<file path="src/rtl/param_counter_pkg.sv">
// Shared types and defaults for param_counter: FSM state encoding,
// hit counter width and the parameter defaults used by the top.
package param_counter_pkg;

    typedef enum logic [1:0] {
        IDLE = 2'd0,
        RUN  = 2'd1,
        DONE = 2'd2
    } state_e;

    localparam int HIT_W       = 8;

    localparam int DEF_WIDTH   = 4;
    localparam int DEF_MODULUS = 16;
    localparam int DEF_TARGET  = 9;
    localparam int DEF_ONESHOT = 0;

endpackage

</file>
<file path="src/rtl/param_counter_sat_counter.sv">
// sat_counter: W-bit event counter that increments on inc_i and sticks at
// its all-ones maximum instead of wrapping.
module sat_counter
    import param_counter_pkg::*;
#(
    parameter int W = HIT_W
) (
    input  logic         clk_i,
    input  logic         rst_ni,
    input  logic         inc_i,
    output logic [W-1:0] cnt_o
);

    logic [W-1:0] cnt_q;
    logic [W-1:0] cnt_d;

    always_comb begin
        cnt_d = cnt_q;
        if (inc_i && (cnt_q != '1)) begin
            cnt_d = cnt_q + 1'b1;
        end
    end

    always_ff @(posedge clk_i or negedge rst_ni) begin
        if (!rst_ni) begin
            cnt_q <= '0;
        end else begin
            cnt_q <= cnt_d;
        end
    end

    assign cnt_o = cnt_q;

endmodule

</file>
<file path="src/rtl/param_counter.sv">
// Modulo up/down counter with load, target match, terminal-count pulse,
// saturating hit counter and optional one-shot stop. Define
// PARAM_COUNTER_ASSERT_EN to enable the built-in immediate assertions.
module param_counter
    import param_counter_pkg::*;
#(
    parameter int WIDTH   = DEF_WIDTH,
    parameter int MODULUS = DEF_MODULUS,
    parameter int TARGET  = DEF_TARGET,
    parameter int ONESHOT = DEF_ONESHOT
) (
    input  logic             clk,
    input  logic             RST,
    input  logic             en,
    input  logic             dir,
    input  logic             load,
    input  logic [WIDTH-1:0] load_val,
    output logic [WIDTH-1:0] count,
    output logic             match,
    output logic             tc,
    output logic [HIT_W-1:0] hit_cnt,
    output logic             busy,
    output logic             err
);

    localparam logic [WIDTH-1:0] MAX_VAL = WIDTH'(MODULUS - 1);
    localparam logic [WIDTH-1:0] TGT_VAL = WIDTH'(TARGET);
    localparam logic [31:0]      MOD_U   = 32'(MODULUS);

    function automatic logic in_range(input logic [WIDTH-1:0] v);
        return (32'(v) < MOD_U);
    endfunction

    state_e           state_q, state_d;
    logic [WIDTH-1:0] count_q, count_d;
    logic             tc_q, tc_d;
    logic             err_q, err_d;
    logic             at_end;
    logic             hit_inc;

    // A step is terminal when it would leave the 0..MODULUS-1 range.
    assign at_end = dir ? (count_q == MAX_VAL) : (count_q == '0);

    always_comb begin
        state_d = state_q;
        count_d = count_q;
        tc_d    = 1'b0;
        err_d   = err_q;
        if (load) begin
            state_d = RUN;
            if (in_range(load_val)) begin
                count_d = load_val;
            end else begin
                count_d = MAX_VAL;
                err_d   = 1'b1;
            end
        end else if (en && (state_q != DONE)) begin
            state_d = RUN;
            if (at_end) begin
                tc_d = 1'b1;
                if (ONESHOT != 0) begin
                    state_d = DONE;
                end else begin
                    count_d = dir ? '0 : MAX_VAL;
                end
            end else begin
                count_d = dir ? (count_q + 1'b1) : (count_q - 1'b1);
            end
        end
    end

    always_ff @(posedge clk or negedge RST) begin
        if (!RST) begin
            state_q <= IDLE;
            count_q <= '0;
            tc_q    <= 1'b0;
            err_q   <= 1'b0;
        end else begin
            state_q <= state_d;
            count_q <= count_d;
            tc_q    <= tc_d;
            err_q   <= err_d;
        end
    end

    // Only an arrival at TARGET counts; staying on it does not.
    assign hit_inc = (count_d == TGT_VAL) && (count_q != TGT_VAL);

    sat_counter #(
        .W (HIT_W)
    ) u_hit (
        .clk_i  (clk),
        .rst_ni (RST),
        .inc_i  (hit_inc),
        .cnt_o  (hit_cnt)
    );

    assign count = count_q;
    assign match = (count_q == TGT_VAL);
    assign tc    = tc_q;
    assign busy  = (state_q == RUN);
    assign err   = err_q;

`ifdef PARAM_COUNTER_ASSERT_EN
    logic [HIT_W-1:0] hit_prev_q;

    always_ff @(posedge clk or negedge RST) begin
        if (!RST) begin
            hit_prev_q <= '0;
        end else begin
            hit_prev_q <= hit_cnt;
        end
    end

    always @(posedge clk) begin
        if (RST) begin
            a_range: assert (32'(count_q) < MOD_U)
                else $error("a_range failed at %0t", $time);
            a_match: assert (match == (count_q == TGT_VAL))
                else $error("a_match failed at %0t", $time);
            a_hit_mono: assert (hit_cnt >= hit_prev_q)
                else $error("a_hit_mono failed at %0t", $time);
        end
    end
`endif

endmodule
</file>
<file path="config.mk">
export PLATFORM = sky130hd
export DESIGN_NAME = param_counter
export DESIGN_NICKNAME = d
export VERILOG_FILES = /design/src/rtl/param_counter_pkg.sv /design/src/rtl/param_counter_sat_counter.sv /design/src/rtl/param_counter.sv
export SDC_FILE = /design/constraint.sdc
export NUM_CORES = 1
export LEC_CHECK = 0
export ABC_AREA = 1
export CAP_MARGIN = 20
export CORE_UTILIZATION = 40
export DETAILED_ROUTE_END_ITERATION = 6
export GPL_ROUTABILITY_DRIVEN = 0
export GPL_TIMING_DRIVEN = 0
export MAX_ROUTING_LAYER = met4
export PLACE_DENSITY = 0.68
export RECOVER_POWER = 25
export SLEW_MARGIN = 25
export SYNTH_ARGS = -nofsm -noshare
export SYNTH_HDL_FRONTEND = slang
export SYNTH_SLANG_ARGS = --single-unit
</file>
<file path="constraint.sdc">
create_clock -name clk -period 3.56 [get_ports clk]
set_input_delay 0.356 -clock clk [delete_from_list [all_inputs] [get_ports clk]]
set_output_delay 0.356 -clock clk [all_outputs]
set_load 0.01 [all_outputs]
</file>
* After elaboration in Yosys (flattened, before gate mapping) *
Index checks and enable logic that the tools add are counted.

storage, ports and cells
  word-level logic and storage cells = 30
  output and inout port bits = 16
  bits in registers = 15
  bits of input ports = 9

operators by class
  equality and inequality tests = 7
  add/sub/neg operators = 3
  multiplexer cells = 11
  reduce and logical (&&, ||, !) cells = 5

operators with widths
  kind                                                                 count
  4-bit 2-to-1 mux                                                     5
  4-bit == test (second input constant)                                3
  8-bit by 1-bit adder with 8-bit output (second input constant)       1
  8-bit != test (second input constant)                                1
  4-bit by 1-bit adder with 4-bit output (second input constant)       1
  4-bit logical NOT                                                    1
  1-bit 2-to-1 mux                                                     4
  2-bit 2-to-1 mux                                                     2
  4-bit != test (second input constant)                                1
  4-bit by 1-bit subtractor with 4-bit output (second input constant)  1
  1-bit logical AND                                                    3
  2-bit by 1-bit == test with 1-bit output (second input constant)     1
  2-bit != test (second input constant)                                1
  2-bit nonzero test                                                   1

* Longest topological paths before layout *
  word-level depth = 8
  depth in mapped cells = 11
  depth with buffers taken out = 11

* Hierarchy *
A second synthesis with hierarchy kept.

unflattened totals
  cells, all modules = 129
  area total of the unflattened synthesis = 967.2 um^2

modules (own cells, without submodules)
  module         times used  cells each  area an instance (um^2)
  param_counter  1           66          484.2
  sat_counter    1           63          483.0

* Least setup slack after synthesis *
No wires, ideal clock.

  path type = register to register
  start point = register count_q[0], in the netlist count[0]
  end point = register u_hit.cnt_q[2], in the netlist u_hit.cnt_o[2]
  path slack = 1.762 ns
  path buffers = 0
  stages on the path, launching flop included = 10
  period minus slack after synthesis = 1.798 ns
  arrival time = 1.680 ns
  data required time = 3.442 ns
  path through = dfrtp_1 > fa_1 > xnor2_1 > nand2_1 > nand2_1 > nand3_2 > nor2_8 > nand3_4 > nand2_1 > nand2_1

between the ends
  cells in the longest elaborated chain, start to end = 8
  elaborated cells on any way between the ends = 13
  classes of those cells = add/sub: 2; eq/ne: 3; mux: 5; reduce/logical: 3

ends and longest elaborated chain
  element                                                              line                                      RTL
  start, declared                                                      param_counter.sv:35                       logic [WIDTH-1:0] count_q, count_d;
  start signal, assigned                                               param_counter.sv:80                       count_q <= count_d;
  4-bit by 1-bit subtractor with 4-bit output (tied with other cells)  param_counter.sv:67                       count_d = dir ? (count_q + 1'b1) : (count_q - 1'b1);
  4-bit 2-to-1 mux or 1-bit 2-to-1 mux (tied branches)                 param_counter.sv:67, param_counter.sv:42
  4-bit 2-to-1 mux                                                     param_counter.sv:59                       if (at_end) begin
  4-bit 2-to-1 mux                                                     param_counter.sv:57                       end else if (en && (state_q != DONE)) begin
  4-bit 2-to-1 mux                                                     param_counter.sv:49                       if (load) begin
  4-bit == test                                                        param_counter.sv:87                       assign hit_inc = (count_d == TGT_VAL) && (count_q != TGT_VAL);
  1-bit logical AND *                                                  param_counter.sv:87
  1-bit logical AND *                                                  param_counter_sat_counter.sv:19           if (inc_i && (cnt_q != '1)) begin
  end signal, assigned                                                 param_counter_sat_counter.sv:28           cnt_q <= cnt_d;
  end, declared                                                        param_counter_sat_counter.sv:14           logic [W-1:0] cnt_q;

Mark *: on every way between the ends. The rest lies on a longest branch, timed or not.
A chain may end at the register's enable or synchronous reset.

* Worst setup path in the final report *
  start point = input port dir
  end point = register u_hit.cnt_q[0], in the netlist u_hit.cnt_o[0]

between the ends
  cells in the longest elaborated chain, start to end = 7
  elaborated cells on any way between the ends = 9
  classes of those cells = eq/ne: 1; mux: 6; reduce/logical: 2

ends and longest elaborated chain
  element                                   line                             RTL
  start, declared                           param_counter.sv:15              input logic dir,
  4-bit 2-to-1 mux (tied with other cells)  param_counter.sv:67
  4-bit 2-to-1 mux *                        param_counter.sv:59
  4-bit 2-to-1 mux *                        param_counter.sv:57
  4-bit 2-to-1 mux *                        param_counter.sv:49
  via count_d[3]                            param_counter.sv:35
  4-bit == test *                           param_counter.sv:87
  1-bit logical AND *                       param_counter.sv:87
  1-bit logical AND *                       param_counter_sat_counter.sv:19

Mark *: on every way through the listed nets, which the timed path passes. The rest lies on a longest branch.

==> impl_metrics.tcl <==
set metrics [dict create \
    viasPerCell 5.05 \
    cpMaxStageDelayCell "clkdlybuf4s50_1" \
    cts_resized 0 \
    start_kind "primary input" \
    drtPass1Iterations 4 \
    hold_viol 0 \
    track_usage 0.187 \
    path_cells "clkdlybuf4s50_1 -> inv_1 -> ha_1 -> a21oi_1 -> nand3_1 -> nand3_2 -> nand2_2 -> a21oi_4 -> nand3_4 -> nand2_1 -> nand2_1" \
    drv_cap 0 \
    grt-ovfl-total 0 \
    cp_max_fo 10 \
    cts_tree "done" \
    ys.warnings.count 0 \
    cp.required_ns 3.72 \
    slew-limit-headroom 0.584 \
    holdPathEnd "state_q[0]" \
    die_w_um 50.5 \
    clkSinkCount 14 \
    routed-via-count 863 \
    antenna_found_initial 0 \
    grt_max_degree 15 \
    cts_hold_buf 0 \
    period_needed_ns 2.24 \
    final_nets 157 \
    holdWs_ns 0.471 \
    drtIter0Drc 22 \
    grt_pass1_vias 808 \
    die_y_um 50.5 \
    clock_latency_ns 0.28 \
    avgRoutedWirePerCell_um 11.7 \
    r2r_slack_ns 1.59 \
    numCtsBuffers 3 \
    tightest_slew_ns 0.622 \
    yosysTopAreaCellShare 0.373 \
    syn_to_final_growth_pct 32.1 \
    fmax_mhz 446 \
    cts_buffer_depth 2 \
    cts_setup_buffers 0 \
    start_util 0.425 \
    outcome "finished, final reports clean" \
    ys_seq_area_frac 0.373 \
    setup_viol 0 \
    ys_ff_latch 14 \
    hp-class "reg2reg" \
    hpwl_mm 1.56 \
    ant_nets 0 \
    syn_nets 129 \
    clk_pin_slew_ns 0.08 \
    numPortBuffers 23 \
    synth_largest_area_cell "dfrtp_1" \
    slowest_delay_ns 0.50 \
    cts-root-buf "clkbuf_4" \
    avgSynthCellArea_sq_um 8.10 \
    reg2reg_depth 9 \
    grt_pass1_wl_mm 3.51 \
    p_leak_nw 0.606 \
    rows 17 \
    pin_count 25 \
    totalWireLength_mm 2.00 \
    finClkSkew_ns 0.00892 \
    rsz0062_at_grt "no" \
    drv_slew 0 \
    post-route-period-util 0.630 \
    die_area_sq_um 2550 \
    end_kind "flop" \
    syn_inst 116 \
    drc_errors 0 \
    drive_above_1_share 0.112 \
    min_path_cells 2 \
    criticalPathCategory "in2reg" \
    r2r_start "count[0]" \
    diodes 0 \
    hp-start "state_q[0]" \
    rr_endpoint "u_hit.cnt_o[0]" \
    synth_area_sq_um 940 \
    core_sq_um 2210 \
    synth_area_leaders "dfrtp_1, nand2_1, inv_1" \
    ys_types 23 \
    cp.arrival_ns 2.41 \
    power_density_nw_per_um2 426 \
    worst_path_most_repeated_cell "nand2_1" \
    setup_tns_ns 0 \
    vdd_drop_max_uv 362 \
    htreeDepth 1 \
]
-- power breakdown --
| group | total (mW) | switching [mW] | internal [mW] |
|---|---|---|---|
| registers | 0.219 | 0.0365 | 0.183 |
| logic | 0.196 | 0.0996 | 0.0967 |
| clock network | 0.113 | 0.0512 | 0.0621 |
| total | 0.529 | 0.187 | 0.342 |
-- flip-flops by register name, summed over array words and instances, names as in the netlist --
name,cells
tc,1
u_hit.cnt_o,8
count,4
state_q,1
-- how the worst max path moves through the flow --
| stage | start | end | slack [ns] |
|---|---|---|---|
| after floorplan | count[0] | u_hit.cnt_o[2] | 1.76 |
| after global placement | dir | u_hit.cnt_o[0] | 1.07 |
| after detailed placement | dir | u_hit.cnt_o[4] | 1.04 |
| after CTS | dir | u_hit.cnt_o[0] | 1.33 |
| after global routing | dir | u_hit.cnt_o[0] | 1.12 |
| final | dir | u_hit.cnt_o[0] | 1.32 |
-- layer usage --
| metal | up-vias | GRT usage | part of all wire |
|---|---|---|---|
| met2 | 20 | 0.324 | 0.50 |
| met5 | - | - | 0 |
| met4 | 0 | 0.0417 | 0.0070 |
| met3 | 2 | 0.0394 | 0.039 |
| met1 | 404 | 0.223 | 0.45 |
| li1 | 437 | - | - |
-- cell usage after synthesis (all sizes together) --
cell,instances
fa,1
ha,3
nand4,7
dfrtp,14
o21ai,1
nor2,9
nand3,12
nor4,1
conb,1
nand2,35
buf,1
nor3,2
inv,14
a22oi,3
a21oi,6
xor2,5
xnor2,1
-- area by class of cell --
class	count	area, sq um
fill	222	971
multi-input combinational	87	529
sequential	14	350
timing repair buffer	23	230
inverter	14	52.6
clock buffer	4	36.3
tap	28	35.0
buffer	1	7.51
-- cells in the final DEF (no fill, tap or decap) --
cell type,n
nand2_1,33
clkdlybuf4s50_1,22
inv_1,14
dfrtp_1,14
nand3_1,8
nor2_1,7
nand4_1,7
a21oi_1,5
xor2_1,5
a22oi_1,3
nand3_2,3
ha_1,3
clkbuf_4,3
nand2_2,2
nor3_1,2
o21ai_2,1
xnor2_1,1
nor2_2,1
a21oi_4,1
nor2_8,1
nor4_2,1
nand3_4,1
fa_1,1
buf_4,1
conb_1,1
clkbuf_8,1
dlygate4sd3_1,1
-- stage by stage --
| step | std cells | setup slack (ns) | power [mW] | util | cell area (sq um) |
|---|---|---|---|---|---|
| 3_5_place_dp | 167 | 1.04 | 0.419 | 0.545 | 1200 |
| 4_1_cts | 171 | 1.33 | 0.534 | 0.561 | 1240 |
| 5_1_grt | 171 | 1.12 | 0.567 | 0.561 | 1240 |
| 2_1_floorplan | 116 | 1.76 | 0.330 | - | 940 |
| 3_3_place_gp | 167 | 1.07 | 0.413 | 0.545 | 1200 |
| 6_report | 171 | 1.32 | 0.529 | 0.561 | 1240 |
-- worst max-delay path: cells and delay by family --
kind | cells | cell delay [ns]
compound gates | 2 | 0.50
fa+ha+maj | 1 | 0.34
simple gates | 6 | 0.60
buf+inv | 2 | 0.61
-- kinds of logic (layout without fill, tap and decap cells) --
| family | Yosys count | in the layout | share of synthesized area |
|---|---|---|---|
| fa+ha+maj | 4 | 4 | 0.0613 |
| compound gates | 10 | 10 | 0.0772 |
| other cells | 1 | 1 | 0.00399 |
| xor+xnor | 6 | 6 | 0.0559 |
| simple gates | 66 | 66 | 0.365 |
| buf+inv | 15 | 42 | 0.0639 |
| flops | 14 | 14 | 0.373 |
(Power assumes the default switching activity.)
